--- config.mk ---
export PLATFORM = sky130hd
export DESIGN_NAME = boolfun_mux_sequencer_flat
export DESIGN_NICKNAME = d
export VERILOG_FILES = /design/src/rtl/boolfun_pkg.sv /design/src/rtl/boolfun_mux_sequencer_if.sv /design/src/rtl/boolfun_mux_sequencer_mux4_fn.sv /design/src/rtl/boolfun_mux_sequencer.sv /design/src/flat_wrapper.sv
export SDC_FILE = /design/constraint.sdc
export NUM_CORES = 1
export LEC_CHECK = 0
export BUFFER_PORTS_ARGS = -buffer_cell sky130_fd_sc_hd__buf_2
export CORE_MARGIN = 3
export CORE_UTILIZATION = 35
export CTS_BUF_LIST = sky130_fd_sc_hd__clkbuf_16
export DETAILED_ROUTE_END_ITERATION = 16
export PLACE_DENSITY = 0.62
export SETUP_SLACK_MARGIN = 0.4
export SYNTH_ARGS = -nofsm -noshare
export SYNTH_HDL_FRONTEND = slang
export SYNTH_SLANG_ARGS = --single-unit
--- constraint.sdc ---
create_clock -name clk -period 1.77 [get_ports clk]
set_input_delay 0.354 -clock clk [delete_from_list [all_inputs] [get_ports clk]]
set_output_delay 0.354 -clock clk [all_outputs]
set_load 0.01 [all_outputs]
--- src/rtl/boolfun_pkg.sv ---
// Shared types and constants for the 4:1-mux Boolean-function sequencer.
// Holds the FSM encoding, the mux data-input codes and the code decoder.
package boolfun_pkg;

    typedef enum logic [1:0] {
        IDLE = 2'd0,
        EVAL = 2'd1,
        DONE = 2'd2
    } state_t;

    localparam logic [1:0] CFG_ZERO = 2'b00;
    localparam logic [1:0] CFG_ONE  = 2'b01;
    localparam logic [1:0] CFG_C    = 2'b10;
    localparam logic [1:0] CFG_NC   = 2'b11;

    localparam int         NVEC     = 8;
    localparam logic [2:0] LAST_VEC = 3'(NVEC - 1);

    // One mux data input: a constant, C itself or its complement.
    function automatic logic decode_cfg(input logic [1:0] code, input logic c);
        logic r;
        case (code)
            CFG_ZERO: r = 1'b0;
            CFG_ONE:  r = 1'b1;
            CFG_C:    r = c;
            CFG_NC:   r = ~c;
            default:  r = 1'b0;
        endcase
        return r;
    endfunction

endpackage

--- src/rtl/boolfun_mux_sequencer_if.sv ---
// Control/result bundle between a config or self-test source and the sequencer.
// The master side issues sweeps; the slave side is the sequencer.
interface boolfun_mux_sequencer_if;
    import boolfun_pkg::*;

    logic                start;
    logic                abort;
    logic [7:0]          cfg;
    logic [NVEC-1:0]     exp_tt;
    logic [2:0]          vec;
    logic                f;
    logic                vec_valid;
    logic [NVEC-1:0]     tt_out;
    logic                busy;
    logic                done;
    logic                match;

    modport master (
        output start, abort, cfg, exp_tt,
        input  vec, f, vec_valid, tt_out, busy, done, match
    );

    modport slave (
        input  start, abort, cfg, exp_tt,
        output vec, f, vec_valid, tt_out, busy, done, match
    );

endinterface

--- src/rtl/boolfun_mux_sequencer_mux4_fn.sv ---
// Combinational Boolean function of A,B,C built from a 4:1 mux with {A,B} as select.
// Each data input comes from a 2-bit code in cfg.
module mux4_fn
    import boolfun_pkg::*;
(
    input  logic       a,
    input  logic       b,
    input  logic       c,
    input  logic [7:0] cfg,
    output logic       f
);

    logic [3:0] data_in;

    always_comb begin
        data_in = '0;
        for (int i = 0; i < 4; i++) begin
            data_in[i] = decode_cfg(cfg[2*i +: 2], c);
        end
    end

    assign f = data_in[{a, b}];

endmodule

--- src/rtl/boolfun_mux_sequencer.sv ---
// Sweeps {A,B,C}=0..7 through the mux evaluator, builds the truth table and
// compares it with an expected table at the end of the sweep.
module boolfun_mux_sequencer
    import boolfun_pkg::*;
#(
    parameter int SETTLE = 1
) (
    input  logic                     clk,
    input  logic                     rst_n,
    boolfun_mux_sequencer_if.slave   bus
);

    localparam int CW = 4;
    localparam logic [CW-1:0] SETTLE_LAST = CW'(SETTLE - 1);

    state_t          state;
    state_t          state_nxt;
    logic [CW-1:0]   settle_cnt;
    logic [2:0]      vec;
    logic [7:0]      cfg_q;
    logic [NVEC-1:0] tt_out;
    logic            match;
    logic            f;
    logic            last_settle;
    logic            start_ok;

    mux4_fn u_fn (
        .a   (vec[2]),
        .b   (vec[1]),
        .c   (vec[0]),
        .cfg (cfg_q),
        .f   (f)
    );

    assign last_settle = (settle_cnt == SETTLE_LAST);
    assign start_ok    = bus.start && !bus.abort;

    always_ff @(posedge clk or negedge rst_n) begin
        if (!rst_n) begin
            state <= IDLE;
        end else begin
            state <= state_nxt;
        end
    end

    // Abort takes priority everywhere, including over a simultaneous start in IDLE.
    always_comb begin
        state_nxt = state;
        case (state)
            IDLE: begin
                if (start_ok) begin
                    state_nxt = EVAL;
                end
            end
            EVAL: begin
                if (bus.abort) begin
                    state_nxt = IDLE;
                end else if (last_settle && vec == LAST_VEC) begin
                    state_nxt = DONE;
                end
            end
            DONE:    state_nxt = IDLE;
            default: state_nxt = IDLE;
        endcase
    end

    always_ff @(posedge clk or negedge rst_n) begin
        if (!rst_n) begin
            settle_cnt <= '0;
            vec        <= '0;
            cfg_q      <= '0;
            tt_out     <= '0;
            match      <= 1'b0;
        end else begin
            case (state)
                IDLE: begin
                    if (start_ok) begin
                        cfg_q      <= bus.cfg;
                        tt_out     <= '0;
                        match      <= 1'b0;
                        vec        <= '0;
                        settle_cnt <= '0;
                    end
                end
                EVAL: begin
                    if (bus.abort) begin
                        vec        <= '0;
                        tt_out     <= '0;
                        match      <= 1'b0;
                        settle_cnt <= '0;
                    end else if (last_settle) begin
                        tt_out[vec] <= f;
                        settle_cnt  <= '0;
                        // Hold on the last vector so a sweep never rolls over.
                        if (vec != LAST_VEC) begin
                            vec <= vec + 3'd1;
                        end
                    end else begin
                        settle_cnt <= settle_cnt + CW'(1);
                    end
                end
                DONE: begin
                    if (bus.abort) begin
                        vec    <= '0;
                        tt_out <= '0;
                        match  <= 1'b0;
                    end else begin
                        match <= (tt_out == bus.exp_tt);
                    end
                end
                default: begin
                    settle_cnt <= '0;
                end
            endcase
        end
    end

    assign bus.vec       = vec;
    assign bus.f         = f;
    assign bus.tt_out    = tt_out;
    assign bus.match     = match;
    assign bus.vec_valid = (state == EVAL) && last_settle;
    assign bus.done      = (state == DONE) && !bus.abort;
    assign bus.busy      = (state != IDLE);

endmodule
--- src/flat_wrapper.sv ---
// flat-port wrapper written by rule: the top's interface ports become plain ports
module boolfun_mux_sequencer_flat import boolfun_pkg::*;
#(
    parameter int SETTLE = 1
)
  (clk, rst_n, bus_start, bus_abort, bus_cfg, bus_exp_tt, bus_vec, bus_f, bus_vec_valid, bus_tt_out, bus_busy, bus_done, bus_match);
  boolfun_mux_sequencer_if bus_i ();
  input  logic clk;
  input  logic rst_n;
  input wire logic [$bits(bus_i.start)-1:0] bus_start;
  input wire logic [$bits(bus_i.abort)-1:0] bus_abort;
  input wire logic [$bits(bus_i.cfg)-1:0] bus_cfg;
  input wire logic [$bits(bus_i.exp_tt)-1:0] bus_exp_tt;
  output wire logic [$bits(bus_i.vec)-1:0] bus_vec;
  output wire logic [$bits(bus_i.f)-1:0] bus_f;
  output wire logic [$bits(bus_i.vec_valid)-1:0] bus_vec_valid;
  output wire logic [$bits(bus_i.tt_out)-1:0] bus_tt_out;
  output wire logic [$bits(bus_i.busy)-1:0] bus_busy;
  output wire logic [$bits(bus_i.done)-1:0] bus_done;
  output wire logic [$bits(bus_i.match)-1:0] bus_match;
  assign bus_i.start = bus_start;
  assign bus_i.abort = bus_abort;
  assign bus_i.cfg = bus_cfg;
  assign bus_i.exp_tt = bus_exp_tt;
  assign bus_vec = bus_i.vec;
  assign bus_f = bus_i.f;
  assign bus_vec_valid = bus_i.vec_valid;
  assign bus_tt_out = bus_i.tt_out;
  assign bus_busy = bus_i.busy;
  assign bus_done = bus_i.done;
  assign bus_match = bus_i.match;
  boolfun_mux_sequencer #(.SETTLE(SETTLE)) u_core (.clk(clk), .rst_n(rst_n), .bus(bus_i));
endmodule
Word level (Yosys, flattened, before mapping). Cells that the tools add are included.

Register bits: 26. Latch bits: 0. RAM bits: 0. Bits in read-only memories: 0. Input bits: 20. Output and inout bits: 16. Word-level logic and storage cells: 88. Memories kept: 0.

Add/subtract/negate cells: 2. $mul: 0. Div/mod/pow operators: 0. Order comparisons: 3. Equality and inequality tests: 23. Shift operators: 0. Mux-type cells: 32. Bitwise gates (word level): 2. Reductions and logical operators: 20.

Operators by type and width (number): 8-bit 2-to-1 mux (4); 8-bit one-hot mux with 3 select lines (1); 2-bit == test (second input constant) (9); 1-bit one-hot mux with 4 select lines (4); 3-bit 2-to-1 mux (5); 4-bit 2-to-1 mux (3); 4-bit one-hot mux with 3 select lines (1); 2-bit by 1-bit == test with 1-bit output (second input constant) (5); 2-bit zero test (5); 3-bit by 2-bit inequality test with 1-bit output (second input constant) (3); 3-bit one-hot mux with 3 select lines (1); 8-bit bitwise mux (1); 8-bit == test (1); 2-bit 2-to-1 mux (3); 2-bit AND reduction (3); 1-bit logical AND (5); 1-bit 2-to-1 mux (5); 5-bit AND reduction (1); 4-bit by 1-bit adder with 4-bit output (second input constant) (1); 4-bit zero test (1); 3-bit by 4-bit < comparator with 1-bit output (second input constant) (1); 2-bit inequality test (second input constant) (2); 2-bit one-hot mux with 2 select lines (1); 4-bit AND reduction (1); other kinds (14) (15).

Longest topological paths before layout. Gate-level depths: netlist of run 1.

Depth in word-level cells: 8. Mapped depth: 6. Gate-level depth less buffers: 6.

Cells and area by module. From an unflattened synthesis of run 1, not the netlist that was laid out.

Cell total of the unflattened synthesis: 138. Area total of the unflattened synthesis: 1461.4 µm².

By module, submodules not included: boolfun_mux_sequencer (instances 1, cells each 129, area each 1388.8 µm², seq. area each 650.6 µm²); mux4_fn (instances 1, cells each 9, area each 72.6 µm², seq. area each 0.0 µm²).

Least setup slack after synthesis of run 1. OpenSTA, ideal clock, no wires.

Path type: register -> output. Start point: reg u_core.vec[2], in the netlist u_core.bus.vec[2]. End point: out bus_f. Arrival: 1.204 ns. Required time: 1.416 ns. Path slack: 0.212 ns. Stages on the path, launching flop included: 6. Buffers on the path: 1. Path through: dfrtp_1 -> buf_2 -> nor2b_1 -> o21ai_0 -> o211ai_1 -> a21oi_1.

Word-level cells in the longest chain between the ends: 2.

Ends and longest elaborated chain: from (decl) (RTL line boolfun_mux_sequencer.sv:19) `logic [2:0] vec;`; from (signal assigned) (RTL line boolfun_mux_sequencer.sv:96) `vec <= vec + 3'd1;`; 1-bit binary-select mux with 2-bit select (RTL line boolfun_mux_sequencer_mux4_fn.sv:22) `assign f = data_in[{a, b}];`; 1-bit 2-to-1 mux (implied by the code) (RTL line boolfun_mux_sequencer_mux4_fn.sv:22); to (decl) (RTL line flat_wrapper.sv:15) `output wire logic [$bits(bus_i.f)-1:0] bus_f;`.

No other way between the ends. The select of a mux whose other input is x is not followed.

Worst setup path after layout of run 1.
Start point: reg u_core.vec[1], in the netlist u_core.bus.vec[1]. End point: out bus_f.

Same word-level chain as after synthesis.

==> results of run 1 <==
[cells by family (layout without fill, tap and decap cells)]
kind of cell | after synthesis | after routing
AOI/OAI and AO/OA | 44 | 44
xor gates and xnor gates | 10 | 10
adders and majority gates | 4 | 4
buffers and inverters | 14 | 75
DFF | 26 | 26
muxes | 9 | 9
and+or+nand+nor | 40 | 41
[power by group through the flow]
stage          Combinational (uW)  Sequential, uW  Clock [uW]
6_report                      738             738         504
5_1_grt                       786             753         535
4_1_cts                       665             739         508
3_5_place_dp                  457             741           0
3_3_place_gp                  446             737           0
2_1_floorplan                 323             722           0
[flip-flops by register name, summed over array words and instances, names as in the netlist]
register           flops
u_core.bus.tt_out      8
u_core.cfg_q           8
u_core.settle_cnt      4
u_core.bus.vec         3
u_core.state           2
u_core.bus.match       1
[critical path: stages (launching register included)]
cell,delay [ps]
dfrtp_2,480
nor2b_2,260
o21ai_2,80
o211ai_1,150
a21oi_2,70
buf_2,150
[metal layers]
| metal | vias up | track usage (%) | wire length, um |
|---|---|---|---|
| met1 | 701 | 23.3 | 1950 |
| li1 | 664 | - | - |
| met4 | 0 | 3.69 | 56 |
| met3 | 8 | 3.32 | 199 |
| met5 | - | 0 | 0 |
| met2 | 42 | 31.6 | 2390 |
[synthesized netlist by cell type, drive strengths merged]
cell	number	area share, %
o31ai	8	3.9
mux2	9	6.5
nor4	1	0.40
nor2b	4	1.6
a21oi	10	3.2
a211oi	1	0.81
o21ai	8	2.6
a21o	1	0.97
nand4	1	0.40
or3	1	0.48
nor3b	4	3.7
xnor2	5	2.8
clkbuf	2	1.1
o41ai	7	4.0
nor2	7	1.7
nand2	9	2.3
buf	6	3.0
a22o	1	0.65
inv	6	1.5
and2	1	0.48
or2	2	0.97
o211ai	3	2.3
ha	4	3.2
o2bb2ai	2	1.1
or3b	1	0.73
nand3	4	1.3
a31oi	3	1.2
dfrtp	26	42
and3	4	1.8
nand2b	1	0.40
xor2	5	2.8
[what timing repair did]
action,CTS,global route
pin swaps,18,7
gates cloned,2,1
endpoints found under the setup margin,27,30
buffers inserted,19,1
resized for setup,68,21
[cell type report]
type	count	area [um^2]	share of cell area, %
Tap cell	50	62.6	2.51
Timing Repair Buffer	65	479	19.2
Inverter	6	26.3	1.05
Clock buffer	3	75.1	3.01
Sequential cell	26	657	26.3
Multi-Input combinational cell	108	1190	47.7
Clock inverter	1	3.75	0.151
[worst max path at each step]
stage,endpoint,depth (start not counted),start
final,bus_f,5,u_core.bus.vec[1]
after global routing,bus_f,5,u_core.bus.vec[0]
after floorplan,u_core.bus.tt_out[0],6,u_core.settle_cnt[1]
after detailed placement,u_core.bus.tt_out[1],6,u_core.settle_cnt[0]
after CTS,bus_f,6,u_core.bus.vec[0]
after global placement,u_core.bus.tt_out[1],6,u_core.settle_cnt[0]
[metrics by stage]
stage / utilization (%) / worst slack (ps) / std cells
6_report: 60.2 / -19.0 / 259
5_1_grt: 60.2 / -96.0 / 259
4_1_cts: 57.6 / 23.3 / 257
3_5_place_dp: 44.1 / 15.7 / 232
3_3_place_gp: 44.1 / 130 / 232
2_1_floorplan: - / 271 / 147
==> results.ini, run 1 <==
[sta]
period_needed_ps = 1790
hold_viol_final = 0
skew_ps = 7.90
tightest_slew_ps = 591
finalSetupTns_ps = -19.0
setup_slack_ps = -19.0
slew_headroom_pct = 60.6
rsz0062_at_grt = yes
hold_slack_ps = 91.2
fin_crit_sh_pct = 101
fmax_ghz = 0.559
setup_viol = 1
maxSlewViolCount = 0

[clock_tree]
clkTransAtPathRegs_ps = 70
cts_max_path_buffers = 2
cts_sinks = 26
hold_buffers = 0
cts_buffers = 3
cts_max_level = 1
cts_tree = yes
insertion_delay_ps = 260
root_buffer = clkbuf_16

[logic_synthesis]
ys_warn_count = 0
syn_area_um2 = 1550
synth_seq_area_share_pct = 42.0
synthAdderAreaFrac_pct = 3.23
syn-num-nets = 171
synth_top_family_by_area = compound AO/OA/AOI/OAI gates
synth.mux.area_fraction_pct = 6.54
synthXorXnorAreaFrac_pct = 5.65
synth-simple-area-share_pct = 16.3
syn_avg_cell_area_um2 = 10.5
synth_compound_area_share_pct = 20.7
syn_inst = 147
ys_ff_latch = 26
ys_types = 40

[power]
p_leak_uw = 0.00113
power_frac_clock_pct = 25.5
power_uw = 1980
switching_share_pct = 32.8
worst_ir_drop_vdd_v = 0.000742
p_seq_share_pct = 37.3
p_per_area_nw_per_um2 = 794
p_int_uw = 1330
power.switching_uw = 650
combinationalPowerShare_pct = 37.3

[detailed_routing]
finalWirelength_um = 4600
remaining_drc_errors = 0
firstDrtPassIters = 4
final_antenna_net_count = 0
drtIter0Drc = 69
num_vias = 1415
routed_via_density = 5.46
wire_per_inst_um = 17.8

[placement]
place_area_um2 = 1830
hpwlAfterDp_um = 2720
portBuffers = 35
gp_congestion = 0.804

[outcome]
status = finished, violations left
violations = setup timing

[cells_and_area]
num_antenna_cells = 0
synthToLayoutAreaGrowth_pct = 60.9
final_layout_size_suffix_gt1_share_pct = 66.5
fillers = 331
fin_nets = 234
final_cell_mix = buf_2, dfrtp_1, buf_4, buf_6, mux2_4
layout_commonest_cell = buf_2
fin_area_um2 = 2490

[critical_path]
arrival_ps = 1440
rr_startpoint = u_core.settle_cnt[0]
r2r_slack_ps = 70
r2r_end = u_core.bus.vec[0]
critPathLaunchType = register
crit_path_max_fanout = 10
ff2ff_path_depth = 8
cp-end-kind = output port
critPathRequiredTime_ps = 1420
critical_path_class = register to output port

[floorplan]
io_pins = 36
num_rows = 23
start_util_pct = 37.4
coreArea_um2 = 4140
dieArea_um2 = 5260
die_w_um = 72.6
die_y_um = 72.6

[global_routing]
gr-usage-all-layers_pct = 18.1
antenna_found_initial = 0
gr-total-overflow = 0
grt_pass1_wl_um = 7500
grt_max_degree = 27
grt_pass1_vias = 1504

[flow_run]
max_cap_violations = 0

[worst_hold_path]
hold_path.class = primary input to async pin

Note: power is estimated with default switching activity, not from simulation.
==> inputs of run 2 (changes only) <==
--- a/config.mk
+++ b/config.mk
@@ -7,10 +7,10 @@
 export LEC_CHECK = 0
 export BUFFER_PORTS_ARGS = -buffer_cell sky130_fd_sc_hd__buf_2
 export CORE_MARGIN = 3
-export CORE_UTILIZATION = 35
+export CORE_UTILIZATION = 30
 export CTS_BUF_LIST = sky130_fd_sc_hd__clkbuf_16
 export DETAILED_ROUTE_END_ITERATION = 16
-export PLACE_DENSITY = 0.62
+export PLACE_DENSITY = 0.56
 export SETUP_SLACK_MARGIN = 0.4
 export SYNTH_ARGS = -nofsm -noshare
 export SYNTH_HDL_FRONTEND = slang
==> results.ini, run 2 (synthesized netlist as in run 1, its figures left out) <==
[clock_tree]
cts_max_path_buffers = 2  ; unchanged
clkTransAtPathRegs_ps = 70  ; about the same
insertion_delay_ps = 260  ; about the same
cts_tree = yes  ; unchanged
cts_buffers = 3  ; unchanged
hold_buffers = 0  ; unchanged
cts_max_level = 1  ; unchanged
root_buffer = clkbuf_16  ; unchanged
cts_sinks = 26  ; unchanged

[floorplan]
die_w_um = 77.9  ; was 72.6 um
start_util_pct = 32.0  ; was 37.4%
io_pins = 36  ; unchanged
die_y_um = 77.9  ; was 72.6 um
coreArea_um2 = 4850  ; was 4140 um^2
dieArea_um2 = 6070  ; was 5260 um^2
num_rows = 25  ; was 23

[flow_run]
max_cap_violations = 0  ; unchanged

[sta]
slew_headroom_pct = 60.1  ; was 60.6%
fmax_ghz = 0.553  ; was 0.559 GHz
rsz0062_at_grt = yes  ; unchanged
setup_viol = 1  ; unchanged
hold_viol_final = 0  ; unchanged
skew_ps = 8.01  ; was 7.90 ps
fin_crit_sh_pct = 102  ; was 101%
period_needed_ps = 1810  ; was 1790 ps
setup_slack_ps = -38.8  ; was -19.0 ps
maxSlewViolCount = 0  ; unchanged
tightest_slew_ps = 599  ; was 591 ps
hold_slack_ps = 91.5  ; was 91.2 ps

[critical_path]
rr_startpoint = u_core.settle_cnt[0]  ; unchanged
critPathRequiredTime_ps = 1420  ; about the same
ff2ff_path_depth = 8  ; unchanged
critPathLaunchType = register  ; unchanged
arrival_ps = 1450  ; was 1440 ps
cp-end-kind = output port  ; unchanged
path_cells = inv_2 -> ha_2 -> nor3b_4 -> buf_4 -> and3_4 -> buf_6  ; was nor2b_2 -> o21ai_2 -> o211ai_1 -> a21oi_2 -> buf_2
critical_path_class = register to output port  ; unchanged
r2r_slack_ps = 70  ; about the same
cpPeakStageDelay_ps = 400  ; was 480 ps
crit_path_max_fanout = 2  ; was 10
r2r_end = u_core.bus.tt_out[6]  ; was u_core.bus.vec[0]
cpMaxStageDelayCell = dfrtp_1  ; was dfrtp_2

[detailed_routing]
wire_per_inst_um = 15.4  ; was 17.8 um
remaining_drc_errors = 0  ; unchanged
routed_via_density = 5.01  ; was 5.46
num_vias = 1398  ; was 1415
final_antenna_net_count = 0  ; unchanged
firstDrtPassIters = 4  ; unchanged
drtIter0Drc = 71  ; was 69
finalWirelength_um = 4280  ; was 4600 um

[cells_and_area]
fillers = 435  ; was 331
stdcell_count = 279  ; was 259
final_cell_mix = buf_2, buf_4, dfrtp_1, buf_6  ; was buf_2, dfrtp_1, buf_4, buf_6, mux2_4
fin_nets = 237  ; was 234
register_area_um2 = 656  ; was 657 um^2
layout_commonest_cell = buf_2  ; unchanged
fin_area_um2 = 2440  ; was 2490 um^2
multi_input_area_um2 = 1100  ; was 1190 um^2
final_layout_size_suffix_gt1_share_pct = 62.3  ; was 66.5%
synthToLayoutAreaGrowth_pct = 57.5  ; was 60.9%
num_antenna_cells = 0  ; unchanged
largestRegisters = u_core.bus.tt_out (8), u_core.cfg_q (8), u_core.settle_cnt (4)  ; unchanged

[outcome]
status = finished, violations left  ; unchanged
violations = setup timing  ; unchanged

[global_routing]
gr-usage-all-layers_pct = 14.4  ; was 18.1%
grt_pass1_vias = 1412  ; was 1504
grt_pass1_wl_um = 6950  ; was 7500 um
antenna_found_initial = 0  ; unchanged
grt_max_degree = 27  ; unchanged
gr-total-overflow = 0  ; unchanged

[placement]
portBuffers = 35  ; unchanged
place_area_um2 = 1870  ; was 1830 um^2
hpwlAfterDp_um = 2770  ; was 2720 um
place_inst = 252  ; was 232
gp_congestion = 0.790  ; was 0.804

[power]
p_per_area_nw_per_um2 = 781  ; was 794 nW/um^2
worst_ir_drop_vdd_v = 0.000567  ; was 0.000742 V
p_leak_uw = 0.00114  ; was 0.00113 uW
power_uw = 1910  ; was 1980 uW

[worst_hold_path]
hold_path.class = primary input to async pin  ; unchanged

run 2: cell count changes in the layout (fill, tap and decap cells not counted), moves of 3 or more:
| cell | delta |
|---|---|
| a21oi_2 | -3 |
| o31ai_4 | -4 |
| buf_4 | +6 |
| o31ai_2 | +3 |
| buf_6 | -3 |
| inv_1 | +3 |
| a21oi_1 | +3 |
run 2: how the worst max path moves through the flow:
stage	start	end	slack (ps)	cells after the start
2_1_floorplan	u_core.settle_cnt[1]	u_core.bus.tt_out[0]	270	6
3_3_place_gp	u_core.settle_cnt[0]	u_core.bus.tt_out[5]	110	7
3_5_place_dp	u_core.settle_cnt[0]	u_core.bus.tt_out[6]	90	7
4_1_cts	u_core.settle_cnt[0]	bus_vec_valid	-20	6
5_1_grt	u_core.settle_cnt[0]	bus_vec_valid	-80	6
6_report	u_core.settle_cnt[0]	bus_vec_valid	-40	6
run 2: area by class of cell:
class	count	share of cell area [%]
multi-input cells	107	45.3
well taps	67	3.43
clock inverters	1	0.154
clock buffers	3	3.08
inverters	6	0.923
flip-flops and latches	26	26.9
repair buffers	69	20.3
run 2: worst max-delay path: cells and delay by family (launching register included):
kind	cells	cell delay, ps
DFF	1	400
and+or+nand+nor	2	340
buffers and inverters	3	290
adders and majority gates	1	150
run 2: per-stage QoR:
step / worst slack, ps / util [%] / TNS, ps
6_report: -38.8 / 50.3 / -38.8
3_5_place_dp: 88.7 / 38.6 / 0
4_1_cts: -16.5 / 48.2 / -16.5
2_1_floorplan: 271 / - / 0
3_3_place_gp: 111 / 38.6 / 0
5_1_grt: -79.9 / 50.3 / -172
run 2: repair_timing:
item,in CTS,in global routing
gates resized for setup,49,16
endpoints found under the setup margin,28,29
pin swaps,11,7
setup buffers,17,5
cloned,1,0
run 2: power breakdown:
group	switching, uW	internal, uW	total, uW
clock	210	303	512
combinational	333	326	659
sequential	73.9	661	735
run 2: per-layer routing:
layer	global-route usage [%]	wire length [um]
met1	18.6	1880
met2	24.1	2190
met3	3.48	197
met4	3.20	15
met5	0	0
==> inputs of run 3 (changes only) <==
--- a/config.mk
+++ b/config.mk
@@ -11,7 +11,6 @@
 export CTS_BUF_LIST = sky130_fd_sc_hd__clkbuf_16
 export DETAILED_ROUTE_END_ITERATION = 16
 export PLACE_DENSITY = 0.56
-export SETUP_SLACK_MARGIN = 0.4
 export SYNTH_ARGS = -nofsm -noshare
 export SYNTH_HDL_FRONTEND = slang
 export SYNTH_SLANG_ARGS = --single-unit
==> results.ini, run 3 (synthesized netlist as in run 1, its figures left out) <==
[global_routing]
grt_pass1_vias = 1366  ; was 1412
grt_max_degree = 27  ; unchanged
grt_pass1_wl_um = 6400  ; was 6950 um
antenna_found_initial = 0  ; unchanged
gr-usage-all-layers_pct = 13.1  ; was 14.4%
gr-total-overflow = 0  ; unchanged

[cells_and_area]
layout_commonest_cell = buf_2  ; unchanged
fillers = 492  ; was 435
num_antenna_cells = 0  ; unchanged
largestRegisters = u_core.bus.tt_out (8), u_core.cfg_q (8), u_core.settle_cnt (4)  ; unchanged
utilization_pct = 41.7  ; was 50.3%
final_cell_mix = buf_2, dfrtp_1, buf_4, a21oi_1, mux2_2  ; was buf_2, buf_4, dfrtp_1, buf_6
synthToLayoutAreaGrowth_pct = 30.4  ; was 57.5%
final_layout_size_suffix_gt1_share_pct = 45.6  ; was 62.3%
fin_nets = 220  ; was 237
fin_area_um2 = 2020  ; was 2440 um^2

[detailed_routing]
routed_via_density = 4.97  ; was 5.01
finalWirelength_um = 3770  ; was 4280 um
num_vias = 1303  ; was 1398
wire_per_inst_um = 14.4  ; was 15.4 um
drtIter0Drc = 90  ; was 71
firstDrtPassIters = 4  ; unchanged
final_antenna_net_count = 0  ; unchanged
remaining_drc_errors = 0  ; unchanged

[clock_tree]
cts_buffers = 3  ; unchanged
cts_max_level = 1  ; unchanged
cts_max_path_buffers = 2  ; unchanged
cts_tree = yes  ; unchanged
clkTransAtPathRegs_ps = 70  ; about the same
hold_buffers = 0  ; unchanged
root_buffer = clkbuf_16  ; unchanged
cts_sinks = 26  ; unchanged
insertion_delay_ps = 260  ; about the same

[sta]
maxSlewViolCount = 0  ; unchanged
tightest_slew_ps = 589  ; was 599 ps
slew_headroom_pct = 60.7  ; was 60.1%
period_needed_ps = 1750  ; was 1810 ps
hold_slack_ps = 93.8  ; was 91.5 ps
rsz0062_at_grt = yes  ; unchanged
fmax_ghz = 0.571  ; was 0.553 GHz
fin_crit_sh_pct = 98.9  ; was 102%
hold_viol_final = 0  ; unchanged
setup_viol = 0  ; was 1
setup_slack_ps = 19.3  ; was -38.8 ps
skew_ps = 9.10  ; was 8.01 ps

[critical_path]
critical_path_class = register to register  ; was register to output port
critPathLaunchType = register  ; unchanged
crit_path_max_fanout = 7  ; was 2
arrival_ps = 1910  ; was 1450 ps
r2r_end = u_core.bus.tt_out[7]  ; was u_core.bus.tt_out[6]
ff2ff_path_depth = 8  ; unchanged
rr_startpoint = u_core.settle_cnt[0]  ; unchanged
r2r_slack_ps = 20  ; was 70 ps
cp-end-kind = register  ; was output port
critPathRequiredTime_ps = 1930  ; was 1420 ps

[floorplan]
dieArea_um2 = 6070  ; unchanged
coreArea_um2 = 4850  ; unchanged
io_pins = 36  ; unchanged
die_w_um = 77.9  ; unchanged
start_util_pct = 32.0  ; unchanged
num_rows = 25  ; unchanged
die_y_um = 77.9  ; unchanged

[worst_hold_path]
hold_path.class = primary input to async pin  ; unchanged

[outcome]
status = complete, no violations  ; was finished, violations left

[flow_run]
max_cap_violations = 0  ; unchanged

[power]
power_uw = 1720  ; was 1910 uW
p_leak_uw = 0.000974  ; was 0.00114 uW
worst_ir_drop_vdd_v = 0.000718  ; was 0.000567 V
p_per_area_nw_per_um2 = 853  ; was 781 nW/um^2

[placement]
hpwlAfterDp_um = 2720  ; was 2770 um
portBuffers = 35  ; unchanged
place_area_um2 = 1820  ; was 1870 um^2
pre_cts_ws_ps = 36.4  ; was 88.7 ps
gp_congestion = 0.798  ; was 0.790

## run 3: changes by cell type in the layout (fill, tap and decap cells not counted), moves of 4 or more
cell     before  now
buf_4        25   16
o31ai_1       1    8
buf_6        10    2
mux2_4        9    0
mux2_2        0    9
o31ai_2       4    0
nor2_1        3    7
## run 3: per-stage QoR
stage	setup TNS, ps	cells
final	0	262
after detailed placement	0	251
after floorplan	0	147
after global placement	0	251
after global routing	-222	262
after CTS	0	261
## run 3: final cells by class
class | instances | area (um^2) | share of cell area [%]
clock buffers | 3 | 75.1 | 3.71
multi-input cells | 107 | 872 | 43.1
flip-flops and latches | 26 | 652 | 32.2
well taps | 67 | 83.8 | 4.15
inverters | 6 | 22.5 | 1.11
clock inverters | 1 | 3.75 | 0.186
repair buffers | 52 | 313 | 15.5
## run 3: critical path, stage by stage (launching register included)
cell     delay, ps
dfrtp_1        390
inv_2           60
ha_1           160
nor3b_4        230
buf_6          140
buf_4          120
nand2_2         70
a21o_4         240
o41ai_1        240
## run 3: timing repair
action	4_1_cts	5_1_grt
setup endpoints to repair	2	10
pin swaps	2	2
resized for setup	4	13
buffers inserted	6	1
gates cloned	0	0
hold endpoints to repair	0	0
## run 3: worst max-delay path by stage
stage,from,endpoint,slack [ps]
floorplan,u_core.bus.vec[2],bus_f,210
global placement,u_core.settle_cnt[0],u_core.bus.vec[2],140
detailed placement,u_core.settle_cnt[0],u_core.bus.tt_out[1],40
finish,u_core.settle_cnt[0],u_core.bus.tt_out[7],20
CTS,u_core.settle_cnt[0],bus_vec_valid,2
global route,u_core.bus.vec[0],bus_f,-110
## run 3: metal layers
metal	GRT usage (%)	wire [um]	vias to the layer above
met1	17.0	1800	630
met3	3.71	192	6
met2	20.5	1710	32
li1	-	-	635
met4	4.98	64	0
met5	0	0	-
## run 3: where the power goes
group	internal (uW)	total, uW	switching (uW)
clock	302	501	199
combinational	237	498	262
sequential	660	725	65.4
total	1200	1720	526
